### config.mk
export PLATFORM = sky130hd
export DESIGN_NAME = core_run_ctrl
export DESIGN_NICKNAME = d
export VERILOG_FILES = /design/src/rtl/core_dbg_pkg.sv /design/src/rtl/retire_counter.sv /design/src/rtl/core_run_ctrl.sv
export SDC_FILE = /design/constraint.sdc
export NUM_CORES = 1
export LEC_CHECK = 0
export CORE_MARGIN = 8
export CORE_UTILIZATION = 40
export DETAILED_ROUTE_END_ITERATION = 7
export GPL_ROUTABILITY_DRIVEN = 0
export PLACE_DENSITY = 0.75
export SYNTH_ARGS = -nofsm -noshare
export SYNTH_HDL_FRONTEND = slang
export SYNTH_SLANG_ARGS = --single-unit
### constraint.sdc
create_clock -name clk -period 6.2 [get_ports clk]
set_input_delay 1.24 -clock clk [delete_from_list [all_inputs] [get_ports clk]]
set_output_delay 1.24 -clock clk [all_outputs]
set_load 0.05 [all_outputs]
### src/rtl/core_dbg_pkg.sv
// Shared definitions for the run/debug controller.
// Holds the host command encodings, halt cause encodings, controller state
// enum and the EBREAK instruction word.
package core_dbg_pkg;

  typedef enum logic [2:0] {
    OP_NOP    = 3'd0,
    OP_RUN    = 3'd1,
    OP_HALT   = 3'd2,
    OP_STEP   = 3'd3,
    OP_SET_BP = 3'd4,
    OP_CLR_BP = 3'd5,
    OP_BOOT   = 3'd6,
    OP_RSVD   = 3'd7
  } cmd_op_e;

  typedef enum logic [2:0] {
    CAUSE_BOOT   = 3'd0,
    CAUSE_HOST   = 3'd1,
    CAUSE_STEP   = 3'd2,
    CAUSE_BP     = 3'd3,
    CAUSE_EBREAK = 3'd4
  } halt_cause_e;

  typedef enum logic [2:0] {
    ST_RESET_HOLD = 3'd0,
    ST_PRESET     = 3'd1,
    ST_HALTED     = 3'd2,
    ST_RUN        = 3'd3,
    ST_STEP       = 3'd4
  } state_e;

  localparam logic [31:0] EBREAK_INSTR = 32'h0010_0073;

endpackage

### src/rtl/retire_counter.sv
// Retired-instruction counter.
// Ports: clk, rst (async, active-high), en (count this posedge),
//        cnt (current count, wraps modulo 2^CNT_W).
module retire_counter #(
  parameter int unsigned CNT_W = 32
) (
  input  logic             clk,
  input  logic             rst,
  input  logic             en,
  output logic [CNT_W-1:0] cnt
);

  logic [CNT_W-1:0] cnt_q;
  logic [CNT_W-1:0] cnt_d;

  always_comb begin
    cnt_d = cnt_q;
    if (en) cnt_d = cnt_q + CNT_W'(1);
  end

  always_ff @(posedge clk or posedge rst) begin
    if (rst) cnt_q <= '0;
    else     cnt_q <= cnt_d;
  end

  assign cnt = cnt_q;

endmodule

### src/rtl/core_run_ctrl.sv
// Run/debug controller sequencing a single-cycle RV32I datapath.
// Ports:
//   clk, rst                 : clock, async active-high reset
//   cmd_valid/cmd_ready      : host command handshake
//   cmd_op, cmd_data         : command opcode and argument
//   instr, pc                : observed datapath instruction and current PC
//   dp_rst, dp_preset        : datapath reset / PC preset
//   dp_hlt                   : datapath clock gate (1 = frozen), negedge flop
//   start_addr               : datapath preset address (boot address register)
//   halted, halt_cause       : halted status and reason
//   cmd_err                  : one-cycle pulse for an accepted-but-ignored command
//   retire_cnt               : executed datapath edges
module core_run_ctrl
  import core_dbg_pkg::*;
#(
  parameter int unsigned RESET_CYCLES = 4,
  parameter logic [31:0] BOOT_ADDR    = 32'h0000_0000,
  parameter int unsigned CNT_W        = 32
) (
  input  logic             clk,
  input  logic             rst,
  input  logic             cmd_valid,
  output logic             cmd_ready,
  input  logic [2:0]       cmd_op,
  input  logic [31:0]      cmd_data,
  input  logic [31:0]      instr,
  input  logic [31:0]      pc,
  output logic             dp_rst,
  output logic             dp_preset,
  output logic             dp_hlt,
  output logic [31:0]      start_addr,
  output logic             halted,
  output logic [2:0]       halt_cause,
  output logic             cmd_err,
  output logic [CNT_W-1:0] retire_cnt
);

  state_e      state_q, state_d;
  logic [31:0] hold_cnt_q, hold_cnt_d;
  logic [31:0] boot_addr_q, boot_addr_d;
  logic [31:0] bp_addr_q, bp_addr_d;
  logic        bp_en_q, bp_en_d;
  halt_cause_e halt_cause_q, halt_cause_d;
  logic        cmd_err_q, cmd_err_d;
  logic        cmd_ready_q, cmd_ready_d;
  logic        dp_rst_q, dp_rst_d;
  logic        dp_preset_q, dp_preset_d;
  logic        hlt_q, hlt_d;
  logic        step_over_q, step_over_d;
  logic        dp_hlt_q, dp_hlt_d;

  cmd_op_e op;
  logic    accept;
  logic    bp_hit;
  logic    ebreak_hit;
  logic    stop_eff;

  always_comb begin
    op         = cmd_op_e'(cmd_op);
    accept     = cmd_valid && cmd_ready_q;
    bp_hit     = bp_en_q && (pc == bp_addr_q);
    ebreak_hit = (instr == EBREAK_INSTR);
    // The first instruction after entering RUN/STEP is always executed so
    // resuming on a breakpoint or EBREAK makes progress.
    stop_eff   = (state_q == ST_RUN) && !step_over_q && (bp_hit || ebreak_hit);
    dp_hlt_d   = hlt_q || stop_eff;
  end

  always_comb begin
    state_d      = state_q;
    hold_cnt_d   = hold_cnt_q;
    boot_addr_d  = boot_addr_q;
    bp_addr_d    = bp_addr_q;
    bp_en_d      = bp_en_q;
    halt_cause_d = halt_cause_q;
    cmd_err_d    = 1'b0;
    step_over_d  = 1'b0;

    case (state_q)
      ST_RESET_HOLD: begin
        if (hold_cnt_q == RESET_CYCLES - 1) begin
          state_d    = ST_PRESET;
          hold_cnt_d = '0;
        end else begin
          hold_cnt_d = hold_cnt_q + 32'd1;
        end
      end
      ST_PRESET: begin
        state_d      = ST_HALTED;
        halt_cause_d = CAUSE_BOOT;
      end
      ST_HALTED: begin
        if (accept) begin
          case (op)
            OP_RUN: begin
              state_d     = ST_RUN;
              step_over_d = 1'b1;
            end
            OP_STEP: begin
              state_d     = ST_STEP;
              step_over_d = 1'b1;
            end
            OP_SET_BP: begin
              bp_addr_d = cmd_data;
              bp_en_d   = 1'b1;
            end
            OP_CLR_BP: bp_en_d = 1'b0;
            OP_BOOT: begin
              boot_addr_d = cmd_data;
              hold_cnt_d  = '0;
              state_d     = ST_RESET_HOLD;
            end
            OP_HALT: cmd_err_d = 1'b1;
            default: ;
          endcase
        end
      end
      ST_RUN: begin
        // A stop seen on this edge outranks a host HALT on the same edge.
        if (stop_eff) begin
          state_d      = ST_HALTED;
          halt_cause_d = bp_hit ? CAUSE_BP : CAUSE_EBREAK;
        end else if (accept && op == OP_HALT) begin
          state_d      = ST_HALTED;
          halt_cause_d = CAUSE_HOST;
        end
        if (accept && op != OP_NOP && op != OP_HALT && op != OP_RSVD) cmd_err_d = 1'b1;
      end
      ST_STEP: begin
        state_d      = ST_HALTED;
        halt_cause_d = CAUSE_STEP;
      end
      default: state_d = ST_RESET_HOLD;
    endcase

    dp_rst_d    = (state_d == ST_RESET_HOLD);
    dp_preset_d = (state_d == ST_PRESET);
    hlt_d       = !((state_d == ST_RUN) || (state_d == ST_STEP));
    cmd_ready_d = (state_d == ST_HALTED) || (state_d == ST_RUN);
  end

  always_ff @(posedge clk or posedge rst) begin
    if (rst) begin
      state_q      <= ST_RESET_HOLD;
      hold_cnt_q   <= '0;
      boot_addr_q  <= BOOT_ADDR;
      bp_addr_q    <= '0;
      bp_en_q      <= 1'b0;
      halt_cause_q <= CAUSE_BOOT;
      cmd_err_q    <= 1'b0;
      cmd_ready_q  <= 1'b0;
      dp_rst_q     <= 1'b1;
      dp_preset_q  <= 1'b0;
      hlt_q        <= 1'b1;
      step_over_q  <= 1'b0;
    end else begin
      state_q      <= state_d;
      hold_cnt_q   <= hold_cnt_d;
      boot_addr_q  <= boot_addr_d;
      bp_addr_q    <= bp_addr_d;
      bp_en_q      <= bp_en_d;
      halt_cause_q <= halt_cause_d;
      cmd_err_q    <= cmd_err_d;
      cmd_ready_q  <= cmd_ready_d;
      dp_rst_q     <= dp_rst_d;
      dp_preset_q  <= dp_preset_d;
      hlt_q        <= hlt_d;
      step_over_q  <= step_over_d;
    end
  end

  // Clock gate updates only while clk is low, keeping the gated clock clean.
  always_ff @(negedge clk or posedge rst) begin
    if (rst) dp_hlt_q <= 1'b1;
    else     dp_hlt_q <= dp_hlt_d;
  end

  retire_counter #(.CNT_W(CNT_W)) u_retire_counter (
    .clk (clk),
    .rst (rst),
    .en  (!dp_hlt_q),
    .cnt (retire_cnt)
  );

  assign cmd_ready  = cmd_ready_q;
  assign dp_rst     = dp_rst_q;
  assign dp_preset  = dp_preset_q;
  assign dp_hlt     = dp_hlt_q;
  assign start_addr = boot_addr_q;
  assign halted     = (state_q == ST_HALTED);
  assign halt_cause = halt_cause_q;
  assign cmd_err    = cmd_err_q;

endmodule

## Yosys cells after proc, flatten, opt, wreduce, memory -nomap -nowiden

Cells that the tools add are included.

| word-level totals | value |
|---|---|
| bits in registers | 142 |
| input port bits | 102 |
| output and inout bits | 73 |

| operators by class | value |
|---|---|
| $add $sub $neg | 2 |
| equal/unequal tests | 22 |
| muxes and demuxes | 22 |
| reductions and logical operators | 27 |

Operator list:

| cell | count |
|---|---|
| two-way mux 32 bit | 3 |
| adder 32 x 1 -> 32 bit, second input constant | 2 |
| case mux 32 bit (2 select lines) | 1 |
| equality test 32 x 2 -> 1 bit, second input constant | 1 |
| equality test 32 x 21 -> 1 bit, second input constant | 1 |
| equality test 32 bit | 1 |
| two-way mux 3 bit | 7 |
| equality test 3 x 2 -> 1 bit, second input constant | 6 |
| case mux 3 bit (3 select lines) | 2 |
| equality test 3 bit, second input constant | 5 |
| case mux 3 bit (4 select lines) | 1 |
| AND reduction 3 bit | 4 |
| equality test 3 x 1 -> 1 bit, second input constant | 3 |
| logical AND 1 bit | 8 |
| zero test 3 bit | 2 |
| two-way mux 1 bit | 6 |
| != test 3 x 2 -> 1 bit, second input constant | 2 |
| nonzero test 3 bit | 2 |
| logical OR 1 bit | 4 |
| != test 2 x 1 -> 1 bit, second input constant | 2 |
| case mux 1 bit (2 select lines) | 2 |
| nonzero test 2 bit | 2 |
| OR reduction 2 bit | 2 |
| != test 3 bit, second input constant | 1 |
| other kinds (2) | 3 |

## Depth between registers and ports, before layout

| logic depth | value |
|---|---|
| word-level depth | 9 |
| depth in mapped cells | 8 |

## Cells and area by module

Synthesis repeated with hierarchy kept, for this count alone.

| unflattened totals | value |
|---|---|
| cell total of the unflattened synthesis | 603 |
| area, all modules | 6,850.3 um^2 |

By module, submodules not included:

| module | times used | cells an instance | area an instance (um^2) |
|---|---|---|---|
| core_run_ctrl | 1 | 477 | 5,340.1 |
| retire_counter | 1 | 126 | 1,510.2 |

==> impl_results.md <==
* Reg clk slew, reported paths at 0.06 ns
* CP max stage cell: dfstp_2
* Area leader, netlist: dfrtp_1
* Register area at 3560 µm²
* Detailed placer's ending HPWL at 12800 µm
* Setup Fix Bufs, Post-CTS at 0
* WHS at 0.472 ns
* Routed length per instance at 17.7 µm
* EDFF count, synth at 0
* Post-CTS Hold Buffers at 0
* Asr flop ratio synth at 1.00
* Final wirelength at 17100 µm
* Outcome: completed
* Synth Cell Area at 6580 µm²
* Ant. Diodes at 0
* DRT antenna net count at 0
* Core area at 16300 µm²
* Max Cap Violations at 0
* Peak supply drop at 340 µV
* Crit path depth at 1
* Yosys reg bits at 142
* Die Y at 144 µm
* Critical R2R Capture: u_retire_counter.cnt[31]$_DFFE_PP0N_
* Worst R2R Path Depth at 6
* Top_reg_cell synth: dfrtp_1
* Area contributors post-synth: dfrtp_1 53%, mux2_2 11%, xnor2_1 7.2%
* Worst path max stage delay at 0.57 ns
* H-Tree Depth at 4
* First-pass DRT Iterations at 6
* RSZ-0062 raised after global routing: no
* Slew margin rel. at 0.286
* Clk Latency, worst-skew pair at 0.44 ns
* Die W at 144 µm
* GR Overflow Total at 0
* Worst-path fanout max at 5
* Mapped Avg Cell Area at 11.9 µm²
* Die Area at 20800 µm²
* CTS tree: built
* Delay-heaviest family, CP: flip-flops
* Cell Pwr Density at 412 nW/µm²
* IO buf count at 174
* Iteration-0 DRC Markers at 234
* Final Max Slew Viols at 0
* Vias in the first global route at 5394
* Syn Nets at 659
* Initial Util at 0.403
* CTS Buf Count at 17
* Critical path buffers and inverters at 1
* Worst Hold Endpoint: u_retire_counter.cnt[31]$_DFFE_PP0N_
* Reg-to-reg startpoint: dp_hlt$_DFF_NP1_
* Crit path from: dp_hlt$_DFF_NP1_
* Met3 Use GR at 0.0812
* Root buffer cell: clkbuf_16
* Vias at 4921
* Multi-input combinational cell area at 2830 µm²
* Yosys cell types at 53
* Setup tns final at 0 ns
* Worst setup EP type: output pin
* Initial antenna violation count at 2
* M2 GR Usage at 0.273
* Startpoint Class: register
* Final setup viols at 0
* Min-delay src: u_retire_counter.cnt[31]$_DFFE_PP0N_
* Hold Fails Final Rpt at 0
* Setup Skew at 0.0323 ns
* First-pass GRT wire length at 27900 µm
* Clk buf depth at 2
* Total GRT Usage at 0.172
* WS Path Type: reg -> out
* Nets@finish at 841
* Layout filler cell count at 1397
* Reg2reg setup slack at 1.14 ns
* Global Route met1 Usage at 0.202
* Gr busiest metal: met2
* Hold path cells at 1
* Worst Tran Pin Value at 1.07 ns
* Ports at 175
* Clock sinks at 142
* Worst-path cell chain: dlygate4sd2_1
* Yosys Warn Count at 0
* Core Rows at 47
* LEAKAGE at 3.95 nW
* Cell count after synthesis at 555
* Register area share after synthesis at 0.540
* Min-Delay Path Class: reg -> reg
* WP data arrival at 4.67 ns
* Share of cells above drive strength 1 at 0.156
* Post-synth top area share at 0.528
* Largest net degree at the start of global routing at 87
* Area growth, synth to finish at 38.4%
* Worst endpoint required time at 4.96 ns
* Resize count post-CTS at 1
* Vias/cell at 5.08
* Detailed-route DRC error count at 0
==> worst max-delay path by stage <==
stage                       endpoint
detailed placement  dp_hlt$_DFF_NP1_
global route                  dp_hlt
finish                        dp_hlt
floorplan           dp_hlt$_DFF_NP1_
CTS                           dp_hlt
global placement    dp_hlt$_DFF_NP1_
==> metrics by stage <==
stage / std cells / setup WS (ns) / total power (W) / utilization / cell area [µm²]
5_1_grt: 969 / 0.228 / 0.00393 / 0.557 / 9110
6_report: 969 / 0.287 / 0.00375 / 0.557 / 9110
3_5_place_dp: 938 / 0.159 / 0.00274 / 0.521 / 8520
2_1_floorplan: 555 / 0.505 / 0.00224 / - / 6590
3_3_place_gp: 938 / 0.203 / 0.00270 / 0.521 / 8520
4_1_cts: 969 / 0.273 / 0.00379 / 0.557 / 9110
==> cells by family (layout without fill, tap and decap cells) <==
| kind of cell | Yosys count | after routing | synth area share |
|---|---|---|---|
| DFF | 142 | 142 | 0.540 |
| muxes | 67 | 67 | 0.114 |
| adders and majority gates | 2 | 2 | 0.00380 |
| buffers and inverters | 34 | 228 | 0.0304 |
| and+or+nand+nor | 198 | 198 | 0.167 |
| AOI/OAI and AO/OA | 23 | 23 | 0.0255 |
| xor gates and xnor gates | 89 | 89 | 0.118 |
==> Yosys cell counts, types with 3 or more instances <==
library cell  number
buf_6              7
nand3_1           30
inv_1             17
and4_1             6
xnor2_1           54
a21oi_1            3
mux2_2            65
nand2b_1           4
nor4_2             3
and2_1             4
and3_1            12
o21ai_0            7
nand4_1           25
nor2b_1            3
buf_2              7
nor3_1             9
xor2_1            35
nor2_1            45
dfrtp_1          139
dfstp_2            3
nand2_1           24
nor4_1            13
==> placed cells by master, fill, tap and decap left out, drive strengths merged, types with 5 or more instances in the layout <==
cell type,n
and3,12
and4,6
o21ai,8
nand4,25
nand2,25
xor2,35
mux2,65
clkinvlp,5
inv,19
nand3,30
clkdlybuf4s50,173
xnor2,54
nor2,47
dfrtp,139
clkbuf,19
buf,6
nor4,16
nor3,12
==> registers in the layout, indices dropped and copies added, names as in the netlist <==
signal,count
hold_cnt_q,32
hlt_q,1
halt_cause,3
bp_addr_q,32
cmd_err,1
dp_rst,1
cmd_ready,1
start_addr,32
state_q,3
dp_hlt,1
bp_en_q,1
dp_preset,1
u_retire_counter.cnt,32
step_over_q,1
==> area by class of cell <==
cell class,instances,area share
sequential,142,0.390
multi-input combinational,379,0.311
timing repair buffer,180,0.196
clock inverter,13,0.0180
inverter,16,0.00700
clock buffer,19,0.0475
tap,220,0.0302
==> routing by layer <==
metal	vias up	wire length, µm
met3	25	1680
met5	-	23
li1	2301	-
met2	160	8180
met1	2431	6960
met4	4	289
==> power by group <==
group          internal (W)  leakage [nW]  total [W]  switching [W]
sequential          0.00118          1.89    0.00137       0.000186
combinational      0.000554          1.77    0.00135       0.000800
clock              0.000635         0.282    0.00103       0.000395
No activity file was read; power rests on OpenSTA's default activity.
